File: config.mk
export PLATFORM = sky130hd
export DESIGN_NAME = rr_burst_arbiter_flat
export DESIGN_NICKNAME = d
export VERILOG_FILES = /design/src/rtl/rr_burst_arbiter_pkg.sv /design/src/rtl/rr_burst_arbiter_if.sv /design/src/rtl/rr_burst_arbiter_pick.sv /design/src/rtl/rr_burst_arbiter.sv /design/src/flat_wrapper.sv
export SDC_FILE = /design/constraint.sdc
export NUM_CORES = 1
export LEC_CHECK = 0
export CAP_MARGIN = 20
export CELL_PAD_IN_SITES_DETAIL_PLACEMENT = 0
export CELL_PAD_IN_SITES_GLOBAL_PLACEMENT = 1
export CORE_MARGIN = 1.5
export CORE_UTILIZATION = 33
export CTS_CLUSTER_DIAMETER = 30
export DETAILED_ROUTE_END_ITERATION = 10
export GPL_TIMING_DRIVEN = 0
export PLACE_DENSITY_LB_ADDON = 0.3
export REMOVE_ABC_BUFFERS = 1
export SLEW_MARGIN = 0
export SYNTH_ARGS = -nofsm -noshare
export SYNTH_HDL_FRONTEND = slang
export SYNTH_SLANG_ARGS = --single-unit
File: constraint.sdc
create_clock -name clk -period 1.48 [get_ports clk]
set_input_delay 0.296 -clock clk [delete_from_list [all_inputs] [get_ports clk]]
set_output_delay 0.296 -clock clk [all_outputs]
set_load 0.005 [all_outputs]
File: src/rtl/rr_burst_arbiter_pkg.sv
// Shared types and the round-robin search for the burst arbiter.
//   state_t : arbiter FSM states (IDLE, GRANT, GAP)
//   pick_t  : result of a round-robin search (found flag + index)
//   rr_pick : first asserted request at or above ptr, wrapping at n
package rr_burst_pkg;

  typedef enum logic [1:0] {
    IDLE  = 2'd0,
    GRANT = 2'd1,
    GAP   = 2'd2
  } state_t;

  localparam int unsigned MAX_NREQ = 8;
  localparam int unsigned MAX_IW   = 3;

  typedef struct packed {
    logic              found;
    logic [MAX_IW-1:0] idx;
  } pick_t;

  // Walk n positions starting at ptr; ptr < n and k < n, so one subtract wraps.
  function automatic pick_t rr_pick(input logic [MAX_NREQ-1:0] req,
                                    input logic [MAX_IW-1:0]   ptr,
                                    input int unsigned         n);
    pick_t       res;
    int unsigned j;
    res = '0;
    for (int unsigned k = 0; k < MAX_NREQ; k++) begin
      j = 32'(ptr) + k;
      if (j >= n) j = j - n;
      if ((k < n) && !res.found && req[j[MAX_IW-1:0]]) begin
        res.found = 1'b1;
        res.idx   = j[MAX_IW-1:0];
      end
    end
    return res;
  endfunction

endpackage

File: src/rtl/rr_burst_arbiter_if.sv
// Requester/channel bundle for rr_burst_arbiter.
//   req, data          : per-requester request level and serial bit
//   gnt, owner         : registered one-hot grant and owner index
//   ch_valid, ch_data  : shared channel beat
//   tap, burst_done    : ones-count tap and end-of-burst pulse
// master = requester side, slave = arbiter side.
interface rr_burst_arbiter_if #(
  parameter  int unsigned NREQ = 4,
  localparam int unsigned IW   = $clog2(NREQ)
);
  logic [NREQ-1:0] req;
  logic [NREQ-1:0] data;
  logic [NREQ-1:0] gnt;
  logic [IW-1:0]   owner;
  logic            ch_valid;
  logic            ch_data;
  logic            tap;
  logic            burst_done;

  modport master (output req, data,
                  input  gnt, owner, ch_valid, ch_data, tap, burst_done);
  modport slave  (input  req, data,
                  output gnt, owner, ch_valid, ch_data, tap, burst_done);
endinterface

File: src/rtl/rr_burst_arbiter_pick.sv
// Combinational round-robin selector: rotate from i_ptr and priority-encode.
//   i_req    : request vector
//   i_ptr    : starting index for the search
//   o_found  : any request asserted
//   o_idx    : selected index
//   o_onehot : selected index as one-hot, zero when nothing found
module rr_pick_onehot
  import rr_burst_pkg::*;
#(
  parameter  int unsigned NREQ = 4,
  localparam int unsigned IW   = $clog2(NREQ)
) (
  input  logic [NREQ-1:0] i_req,
  input  logic [IW-1:0]   i_ptr,
  output logic            o_found,
  output logic [IW-1:0]   o_idx,
  output logic [NREQ-1:0] o_onehot
);

  pick_t w_pick;

  always_comb w_pick = rr_pick(MAX_NREQ'(i_req), MAX_IW'(i_ptr), NREQ);

  assign o_found  = w_pick.found;
  assign o_idx    = IW'(w_pick.idx);
  assign o_onehot = w_pick.found ? (NREQ'(1) << o_idx) : '0;

endmodule

File: src/rtl/rr_burst_arbiter.sv
// Round-robin burst arbiter for a shared serial bit channel.
//   clk   : clock
//   reset : asynchronous, active-high
//   bus   : requester/channel bundle (slave side)
// A grant lasts up to BURST beats or until the owner drops req, followed by
// a single idle GAP cycle during which burst_done pulses and the next owner
// is chosen starting just above the previous owner.
module rr_burst_arbiter
  import rr_burst_pkg::*;
#(
  parameter  int unsigned NREQ  = 4,
  parameter  int unsigned BURST = 8,
  localparam int unsigned BW    = $clog2(BURST),
  localparam int unsigned IW    = $clog2(NREQ)
) (
  input  logic                 clk,
  input  logic                 reset,
  rr_burst_arbiter_if.slave    bus
);

  state_t          r_state,      w_nxt_state;
  logic [NREQ-1:0] r_gnt,        w_nxt_gnt;
  logic [IW-1:0]   r_owner,      w_nxt_owner;
  logic [IW-1:0]   r_ptr,        w_nxt_ptr;
  logic [BW-1:0]   r_beat,       w_nxt_beat;
  logic [1:0]      r_ones,       w_nxt_ones;
  logic            r_burst_done, w_nxt_burst_done;

  logic            w_found;
  logic [IW-1:0]   w_sel;
  logic [NREQ-1:0] w_sel_onehot;
  logic            w_owner_req;
  logic            w_owner_data;
  logic            w_last_beat;
  logic            w_ch_valid;

  rr_pick_onehot #(.NREQ(NREQ)) u_pick (
    .i_req    (bus.req),
    .i_ptr    (r_ptr),
    .o_found  (w_found),
    .o_idx    (w_sel),
    .o_onehot (w_sel_onehot)
  );

  assign w_owner_req  = bus.req[r_owner];
  assign w_owner_data = bus.data[r_owner];
  assign w_last_beat  = (r_beat == BW'(BURST - 1));
  assign w_ch_valid   = |r_gnt;

  // State and datapath registers
  always_ff @(posedge clk or posedge reset) begin
    if (reset) begin
      r_state      <= IDLE;
      r_gnt        <= '0;
      r_owner      <= '0;
      r_ptr        <= '0;
      r_beat       <= '0;
      r_ones       <= '0;
      r_burst_done <= 1'b0;
    end else begin
      r_state      <= w_nxt_state;
      r_gnt        <= w_nxt_gnt;
      r_owner      <= w_nxt_owner;
      r_ptr        <= w_nxt_ptr;
      r_beat       <= w_nxt_beat;
      r_ones       <= w_nxt_ones;
      r_burst_done <= w_nxt_burst_done;
    end
  end

  // Next-state: IDLE and GAP arbitrate identically; GRANT counts beats and ones
  always_comb begin
    w_nxt_state      = r_state;
    w_nxt_gnt        = r_gnt;
    w_nxt_owner      = r_owner;
    w_nxt_ptr        = r_ptr;
    w_nxt_beat       = r_beat;
    w_nxt_ones       = r_ones;
    w_nxt_burst_done = 1'b0;

    case (r_state)
      IDLE, GAP: begin
        w_nxt_gnt = '0;
        if (w_found) begin
          w_nxt_state = GRANT;
          w_nxt_gnt   = w_sel_onehot;
          w_nxt_owner = w_sel;
          w_nxt_beat  = '0;
          w_nxt_ones  = '0;
        end else begin
          w_nxt_state = IDLE;
        end
      end
      GRANT: begin
        // The current beat is forwarded and counted even when it is the last
        w_nxt_beat = r_beat + BW'(1);
        if (w_owner_data) w_nxt_ones = r_ones + 2'd1;
        if (w_last_beat || !w_owner_req) begin
          w_nxt_state      = GAP;
          w_nxt_gnt        = '0;
          w_nxt_ptr        = (r_owner == IW'(NREQ - 1)) ? '0 : r_owner + IW'(1);
          w_nxt_burst_done = 1'b1;
        end
      end
      default: begin
        w_nxt_state = IDLE;
        w_nxt_gnt   = '0;
      end
    endcase
  end

  assign bus.gnt        = r_gnt;
  assign bus.owner      = r_owner;
  assign bus.ch_valid   = w_ch_valid;
  assign bus.ch_data    = w_ch_valid & w_owner_data;
  assign bus.tap        = w_ch_valid && (r_ones == 2'd1);
  assign bus.burst_done = r_burst_done;

endmodule

File: src/flat_wrapper.sv
// flat-port wrapper written by rule: the top's interface ports become plain ports
module rr_burst_arbiter_flat import rr_burst_pkg::*;
#(
  parameter  int unsigned NREQ  = 4,
  parameter  int unsigned BURST = 8,
  localparam int unsigned BW    = $clog2(BURST),
  localparam int unsigned IW    = $clog2(NREQ)
)
  (clk, reset, bus_req, bus_data, bus_gnt, bus_owner, bus_ch_valid, bus_ch_data, bus_tap, bus_burst_done);
  rr_burst_arbiter_if #(.NREQ(NREQ)) bus_i ();
  input  logic clk;
  input  logic reset;
  input wire logic [$bits(bus_i.req)-1:0] bus_req;
  input wire logic [$bits(bus_i.data)-1:0] bus_data;
  output wire logic [$bits(bus_i.gnt)-1:0] bus_gnt;
  output wire logic [$bits(bus_i.owner)-1:0] bus_owner;
  output wire logic [$bits(bus_i.ch_valid)-1:0] bus_ch_valid;
  output wire logic [$bits(bus_i.ch_data)-1:0] bus_ch_data;
  output wire logic [$bits(bus_i.tap)-1:0] bus_tap;
  output wire logic [$bits(bus_i.burst_done)-1:0] bus_burst_done;
  assign bus_i.req = bus_req;
  assign bus_i.data = bus_data;
  assign bus_gnt = bus_i.gnt;
  assign bus_owner = bus_i.owner;
  assign bus_ch_valid = bus_i.ch_valid;
  assign bus_ch_data = bus_i.ch_data;
  assign bus_tap = bus_i.tap;
  assign bus_burst_done = bus_i.burst_done;
  rr_burst_arbiter #(.NREQ(NREQ), .BURST(BURST)) u_core (.clk(clk), .reset(reset), .bus(bus_i));
endmodule
**After elaboration in Yosys (flattened, before gate mapping)**

Index checks and enable logic that the tools add are counted.

- $add $sub $neg: 10
- Order comparisons: 9
- Equality and inequality tests: 8
- Shift operators: 1
- Muxes and demuxes: 34
- Bitwise logic cells: 1
- Reduce and logical (&&, ||, !) cells: 17

Operators by type and width:

| operator | number |
|---|---|
| 4-bit two-way mux | 6 |
| 3-bit by 4-bit < comparator with 1-bit output (second input constant) | 4 |
| 3-bit two-way mux | 5 |
| 1-bit binary-select mux with 3-bit select | 4 |
| 3-bit greater-or-equal comparator (second input constant) | 3 |
| 1-bit two-way mux | 9 |
| 3-bit subtractor (second input constant) | 3 |
| 2-bit two-way mux | 4 |
| 2-bit one-hot mux with 2 select lines | 2 |
| 4-bit one-hot mux with 2 select lines | 1 |
| 2-bit by 2-bit adder with 3-bit output (second input constant) | 2 |
| 3-bit one-hot mux with 2 select lines | 1 |
| 2-bit AND reduction | 3 |
| 2-bit by 1-bit adder with 2-bit output (second input constant) | 2 |
| 1-bit binary-select mux with 2-bit select | 2 |
| 2-bit by 1-bit equality test with 1-bit output (second input constant) | 2 |
| 2-bit equality test (second input constant) | 2 |
| 1-bit logical AND | 4 |
| 1-bit logical NOT | 4 |
| 2-bit by 1-bit != test with 1-bit output (second input constant) | 2 |
| 4-bit OR reduction | 1 |
| 1-bit by 2-bit left shift with 4-bit output (first input constant) | 1 |
| 2-bit by 1-bit adder with 3-bit output (second input constant) | 1 |
| 3-bit by 1-bit adder with 3-bit output (second input constant) | 1 |
| 11 further kinds | 11 |

- Bits in registers: 16
- Input bits: 10

**Longest topological paths before layout**

Gate-level depths: netlist (run 1).

- Word-level depth: 17
- Mapped depth: 6
- Mapped depth without buffers: 6

**By module**

Synthesis (run 1) repeated with hierarchy kept, for this count alone.

- Cells, all modules: 100
- Area total of the unflattened synthesis: 945.9 um^2

By module, submodules not included:

| module | times used | cells an instance | area an instance (um^2) | sequential area each (um^2) |
|---|---|---|---|---|
| rr_burst_arbiter | 1 | 68 | 763.2 | 400.4 |
| rr_pick_onehot | 1 | 32 | 182.7 | 0.0 |

**Worst setup path after synthesis (run 1)**

Ideal clock, no wire load.

- Path type: flip-flop to flip-flop
- Start: register u_core.r_owner[1], in the netlist u_core.bus.owner[1]
- End: register u_core.r_ptr[1]
- Setup time: 0.125 ns
- Arrival: 1.473 ns
- Path slack: -0.118 ns
- Cell stages (with the launch flop): 4
- Path buffers: 0
- Path through: dfrtp_1 > mux4_2 > a21oi_4 > mux2_4

- Longest elaborated chain between the ends: 5
- Elaborated cells on any way between the ends: 8
- Those cells by class: add/sub: 1; eq/ne: 1; mux: 3; reduce/logical: 3

Ends and longest elaborated chain:

| element | RTL line | source |
|---|---|---|
| start, declared | rr_burst_arbiter.sv:23 | `logic [IW-1:0] r_owner, w_nxt_owner;` |
| start signal, assigned | rr_burst_arbiter.sv:63 | `r_owner <= w_nxt_owner;` |
| 1-bit binary-select mux with 2-bit select | rr_burst_arbiter.sv:45 | `assign w_owner_req = bus.req[r_owner];` |
| 1-bit two-way mux (not written as such) | rr_burst_arbiter.sv:45 |  |
| 1-bit logical NOT | rr_burst_arbiter.sv:98 | `if (w_last_beat \|\| !w_owner_req) begin` |
| 1-bit logical OR | rr_burst_arbiter.sv:98 |  |
| 2-bit AND reduction (no source line) | - |  |
| end signal, assigned | rr_burst_arbiter.sv:64 | `r_ptr <= w_nxt_ptr;` |
| end, declared | rr_burst_arbiter.sv:24 | `logic [IW-1:0] r_ptr, w_nxt_ptr;` |

Parallel ways exist; a longest one is shown, timed or not. The select of a mux whose other input is x is not followed.
A chain may end at the register's enable or synchronous reset.

**Final worst setup path (run 1)**

- Start: register u_core.r_owner[0], in the netlist u_core.bus.owner[0]
- End: output bus_ch_data

- Longest elaborated chain between the ends: 3

Ends and longest elaborated chain:

| element | RTL line | source |
|---|---|---|
| 1-bit binary-select mux with 2-bit select | rr_burst_arbiter.sv:46 | `assign w_owner_data = bus.data[r_owner];` |
| 1-bit two-way mux (not written as such) | rr_burst_arbiter.sv:46 |  |
| 1-bit bitwise AND | rr_burst_arbiter.sv:115 | `assign bus.ch_data = w_ch_valid & w_owner_data;` |
| end, declared | flat_wrapper.sv:18 | `output wire logic [$bits(bus_i.ch_data)-1:0] bus_ch_data;` |

No other way between the ends. The select of a mux whose other input is x is not followed.

==> flow_summary.ini, run 1 <==
[sta]
drv_slew = 0
fmax_mhz = 575
grt_setup_unrepaired = true
setup_violations = 7
hold_violations = 0
period_needed_ns = 1.74
fin_crit_sh = 1.18
tightest_slew_ns = 0.591
maxSlewHeadroom = 0.606
postLayoutSetupSlackWorst_ns = -0.260
skew_ns = 0.00232

[cts]
ctsRootBufferMaster = clkbuf_4
cts-hold-fix-buffers = 0
cts_tree = yes
clock_path_buffers = 2
insertion_delay_ns = 0.29
cts.sinks = 16
cts.clk_slew.worst_paths_ns = 0.09
numCtsBuffers = 3
htreeDepth = 1

[logic_synthesis]
async_flop_share = 1.00
synth.ff_latch_count = 16
synth_area_leaders = dfrtp_1 (47%), ha_1 (5.9%), nand2_1 (4.4%)
ys_types = 26
syn_inst = 78
yosys_warnings = 0
synthFlopType = dfrtp_1
netlist_area_um2 = 850
synth.avg_cell_area_um2 = 10.9
yosysTopAreaCellShare = 0.471
seq_area_frac_synth = 0.471
yosysTopAreaCell = dfrtp_1
yosys-top-cells-count = dfrtp_1 (16), nand2_1 (10), inv_1 (7), o21ai_0 (7), ha_1 (4)
synth.most_common_cell = dfrtp_1
synth_edf_count = 0

[finish]
n_antenna_cell = 0
seqCellArea_um2 = 404
syn_to_final_growth_pct = 41.2
drive_above_1_share = 0.327
multi_input_area_um2 = 453
nets = 126
finalInstanceArea_um2 = 1200
fillers = 223

[critical_path]
critPathKind = register to primary output
r2r_slack_ns = -0.12
reg2reg_from = u_core.bus.owner[1]
critPathArrivalTime_ns = 1.44
rr_endpoint = u_core.r_ptr[1]
required_ns = 1.18
slowest_delay_ns = 0.51
slowest_stage = mux4_2
crit_chain = mux4_2, nor2b_1, buf_2
cp-end-kind = primary output
start_kind = register
crit_path_max_fanout = 2
ff2ff_path_depth = 3

[placed_design]
hpwl_um = 1310
place_area_um2 = 1070
portBuffers = 19
gp_congestion = 0.694

[drt]
drtPass1Iterations = 4
wl_per_cell_um = 14.0
drc = 0
drt_wl_total_um = 1960
avgViaCountPerCell = 5.06
num_vias = 709
ant_nets = 0
drt_iter0_markers = 14

[power_and_ir_drop]
p_per_area_nw_per_um2 = 2150
finalPower_mw = 2.59
vdd_drop_max_v = 0.00126
power.leakage_nw = 0.579

[hold_path]
hp-class = primary input to asynchronous set/reset pin

[die]
io_pins = 20
dieArea_um2 = 2890
initial_core_util = 0.346
core_um2 = 2450
fp.dieW_um = 53.7
rows = 18
die_h_um = 53.7

[grt]
grt_pass1_wl_um = 2960
grt_usage = 0.150
grt_pass1_vias = 639
met2_usage = 0.224
grt_max_degree = 17
globalRouteMet3Util = 0.0583
grt_overflow = 0
grt_use_met1 = 0.190
top_usage_layer = met2
antenna_found_initial = 0

[job]
max_cap_violations = 0

[run_status]
status = finished, violations left
violations = setup timing
==> cell families (layout without fill, tap and decap cells) <==
| family | Yosys count | after routing | share of synthesized area |
|---|---|---|---|
| AOI/OAI and AO/OA | 20 | 20 | 0.186 |
| muxes | 5 | 5 | 0.102 |
| buffers and inverters | 8 | 40 | 0.0353 |
| and+or+nand+nor | 25 | 25 | 0.147 |
| DFF | 16 | 16 | 0.471 |
| adders and majority gates | 4 | 4 | 0.0589 |
==> state kept, by name, summed over array words and instances, names as in the netlist <==
signal	cells
u_core.bus.burst_done	1
u_core.bus.gnt	4
u_core.bus.owner	2
u_core.r_beat	3
u_core.r_ones	2
u_core.r_ptr	2
u_core.r_state	2
==> final cells by class <==
type,instances,share of cell area
Sequential cell,16,0.337
Inverter,7,0.0219
Timing Repair Buffer,30,0.214
Clock buffer,3,0.0188
Tap cell,30,0.0313
Multi-Input combinational cell,54,0.377
==> where the power goes <==
group / leakage, nW / total (mW) / switching, mW / internal, mW
Combinational: 0.363 / 1.53 / 0.669 / 0.863
Clock: 0.0138 / 0.228 / 0.134 / 0.0947
Sequential: 0.202 / 0.825 / 0.179 / 0.646
Total: 0.579 / 2.59 / 0.982 / 1.60
==> metrics by stage <==
stage               TNS [ns]  cells  setup slack, ns   util  hold slack, ns
CTS                   -0.752    136           -0.262  0.464           0.378
detailed placement     -6.29    126           -0.675  0.437           0.498
global placement       -6.05    126           -0.646  0.437           0.484
finish                -0.778    140           -0.260  0.489           0.365
floorplan             -0.192     77           -0.118      -           0.210
global route           -1.08    140           -0.313  0.489           0.427
==> worst max path at each step <==
stage / start / endpoint / slack [ns] / cells past startpoint
after floorplan: u_core.bus.owner[1] / u_core.r_ptr[1] / -0.12 / 3
after global placement: bus_data[2] / bus_ch_data / -0.65 / 4
after detailed placement: bus_data[2] / bus_ch_data / -0.68 / 4
after CTS: u_core.bus.owner[0] / bus_ch_data / -0.26 / 3
after global routing: u_core.bus.owner[0] / bus_ch_data / -0.31 / 3
final: u_core.bus.owner[0] / bus_ch_data / -0.26 / 3
==> placed cells by master (no fill, tap or decap) <==
cell type        count
nand2_2              2
inv_1                6
dlygate4sd2_1       11
mux2_4               3
a21oi_4              1
dfrtp_1             13
o21ai_0              6
clkbuf_4             3
dfrtp_2              3
o21ai_1              1
nor4_4               1
buf_6                2
or2_1                1
nor2_1               3
nand2b_1             1
ha_1                 4
inv_2                1
and3_4               1
nand2_1              8
or2_2                1
nor2b_1              3
mux4_2               2
o22a_2               1
dlymetal6s2s_1       1
a21oi_1              3
a32o_1               2
a221oi_4             1
buf_2                2
a21o_1               1
o31ai_2              2
clkdlybuf4s50_1      4
nor4_1               1
nand3_1              3
buf_4               10
o22ai_1              2
==> layer usage <==
metal,share of wire,wire length (um)
met5,0,0
met4,0.018,35
met3,0.054,106
met2,0.48,940
met1,0.45,879
==> worst max-delay path: cells and delay by family (launching register included) <==
family                 cells  cell delay [ns]
flip-flops                 1             0.38
buffers and inverters      1             0.12
AND/OR/NAND/NOR            1             0.15
multiplexers               1             0.51
==> what timing repair did <==
action                     in CTS  in global routing
setup endpoints to repair      17                 11
cloned                          0                  0
buffers inserted                7                  4
gates resized for setup        31                  9
pin swaps                       2                  3
Power figures use the tool's default switching activity.
==> run 2, diff against run 1 <==
--- a/config.mk
+++ b/config.mk
@@ -9,7 +9,7 @@
 export CELL_PAD_IN_SITES_DETAIL_PLACEMENT = 0
 export CELL_PAD_IN_SITES_GLOBAL_PLACEMENT = 1
 export CORE_MARGIN = 1.5
-export CORE_UTILIZATION = 33
+export CORE_UTILIZATION = 37
 export CTS_CLUSTER_DIAMETER = 30
 export DETAILED_ROUTE_END_ITERATION = 10
 export GPL_TIMING_DRIVEN = 0
==> constraint.sdc (replaced) <==
create_clock -name clk -period 1.75 [get_ports clk]
set_input_delay 0.35 -clock clk [delete_from_list [all_inputs] [get_ports clk]]
set_output_delay 0.35 -clock clk [all_outputs]
set_load 0.005 [all_outputs]
==> run 2 against run 1 <==
Compared with the run above:
- the run still ends with setup timing left
- cell count fell by 4.3%
- die area fell by 10%
- first-iteration DRC count fell by 29%
- non-clock buffer count fell by 5
- critical endpoint unchanged
- clock skew fell by 0.00059 ns
- largest power group unchanged
- wire length fell by 8.7%
- setup slack improved by 0.21 ns
- utilization rose by 3.8 points
- global-route usage rose by 0.23 points
- register-to-register slack improved by 0.22 ns
- largest cell class unchanged
==> flow_summary.ini, run 2 (same netlist as run 1, synthesis figures left out) <==
[placed_design]
dp.cells = 124
place_area_um2 = 1070
dp_slack_ns = -0.481
portBuffers = 19
hpwl_um = 1350
gp_congestion = 0.795

[finish]
fillers = 211
multi_input_area_um2 = 430
instances_no_fill = 134
layout_commonest_cell = dfrtp_1
syn_to_final_growth_pct = 35.8
largest_register_ffs = 4
n_antenna_cell = 0
nets = 121
utilization = 0.527
seqCellArea_um2 = 403
drive_above_1_share = 0.245
finalInstanceArea_um2 = 1150
final_cell_mix = dfrtp_1 (14), nand2_1 (10), clkdlybuf4s50_1 (9), o21ai_0 (7), inv_1 (7)

[sta]
setup_violations = 1
fin_crit_sh = 1.03
period_needed_ns = 1.80
fin_setup_tns_ns = -0.0503
tightest_slew_ns = 0.618
grt_setup_unrepaired = true
fin_worst_hold_slack_ns = 0.431
postLayoutSetupSlackWorst_ns = -0.0503
fmax_mhz = 555
drv_slew = 0
maxSlewHeadroom = 0.588
hold_violations = 0
skew_ns = 0.00174

[grt]
met2_usage = 0.242
grt_pass1_vias = 640
grt_usage = 0.153
grt_max_degree = 17
globalRouteMet3Util = 0.0263
grt_use_met1 = 0.198
top_usage_layer = met2
grt_overflow = 0
grt_pass1_wl_um = 2890
antenna_found_initial = 0

[cts]
htreeDepth = 1
clock_path_buffers = 2
numCtsBuffers = 3
cts_tree = yes
ctsRootBufferMaster = clkbuf_4
cts.sinks = 16
insertion_delay_ns = 0.28
cts.clk_slew.worst_paths_ns = 0.10
cts-hold-fix-buffers = 0

[drt]
drtPass1Iterations = 4
drt_wl_total_um = 1790
drt_iter0_markers = 10
wl_per_cell_um = 13.4
drc = 0
num_vias = 674
avgViaCountPerCell = 5.03
ant_nets = 0

[die]
fp.dieW_um = 50.9
die_h_um = 50.9
core_um2 = 2190
initial_core_util = 0.388
dieArea_um2 = 2590
io_pins = 20
rows = 17

[power_and_ir_drop]
p_per_area_nw_per_um2 = 1760
vdd_drop_max_v = 0.000783
finalPower_mw = 2.03
power.leakage_nw = 0.543

[critical_path]
start_kind = register
crit_path_max_fanout = 2
cp-end-kind = primary output
required_ns = 1.40
critPathArrivalTime_ns = 1.45
critPathKind = register to primary output

[hold_path]
hp-class = primary input to asynchronous set/reset pin

[run_status]
status = finished, violations left
violations = setup timing

[job]
max_cap_violations = 0
-- run 2: cell types whose count changed in the layout (fill, tap and decap cells not counted), sizes merged --
cell,change
buf,-7
dlygate4sd2,-7
clkdlybuf4s50,+5
clkbuf,+3
dlymetal6s2s,+2
-- run 2: repair_timing --
| item | CTS | global route |
|---|---|---|
| pin swaps | 1 | 0 |
| resized for setup | 14 | 8 |
| endpoints found under the hold margin | 0 | 0 |
| buffers inserted | 5 | 1 |
| setup endpoints to repair | 3 | 4 |
-- run 2: layout make-up --
type                    instances  share of cell area
multi-input cells              54               0.373
flip-flops and latches         16               0.349
repair buffers                 25               0.193
clock buffers                   4              0.0315
well taps                      28              0.0304
inverters                       7              0.0228
-- run 2: worst max-delay path: stages, from the launching register on --
cell,delay [ns]
dfrtp_2,0.39
mux4_2,0.51
nor2b_1,0.14
buf_2,0.13
-- run 2: final timing paths --
check	slack, ns	startpoint	to	depth (start not counted)
min in group clk	0.52	u_core.r_ones[0]	u_core.r_ones[0]	1
setup / recovery	-0.05	u_core.bus.owner[0]	bus_ch_data	3
hold / removal	0.43	reset	u_core.r_ones[0]	2
max in group asynchronous	0.89	reset	u_core.bus.owner[1]	2
hold reg to reg	0.52	u_core.r_ones[0]	u_core.r_ones[0]	1
setup reg to reg	0.10	u_core.bus.owner[1]	u_core.r_ptr[1]	3
-- run 2: metal layers --
metal	routed length, um	up-vias	part of all wire
met5	0	-	0
met4	0	0	0
met3	43	0	0.024
met2	914	10	0.51
met1	835	330	0.47
li1	-	334	-
-- run 2: report_power, final --
part	switching, mW	total (mW)	internal, mW
Sequential	0.157	0.700	0.544
Combinational	0.478	1.09	0.608
Clock	0.120	0.247	0.127
==> run 3, diff against run 2 <==
--- a/config.mk
+++ b/config.mk
@@ -13,6 +13,7 @@
 export CTS_CLUSTER_DIAMETER = 30
 export DETAILED_ROUTE_END_ITERATION = 10
 export GPL_TIMING_DRIVEN = 0
+export HOLD_SLACK_MARGIN = 0.08
 export PLACE_DENSITY_LB_ADDON = 0.3
 export REMOVE_ABC_BUFFERS = 1
 export SLEW_MARGIN = 0
==> results of run 3 <==
Same layout as run 2: the final DEF is identical, and so are final timing and power.
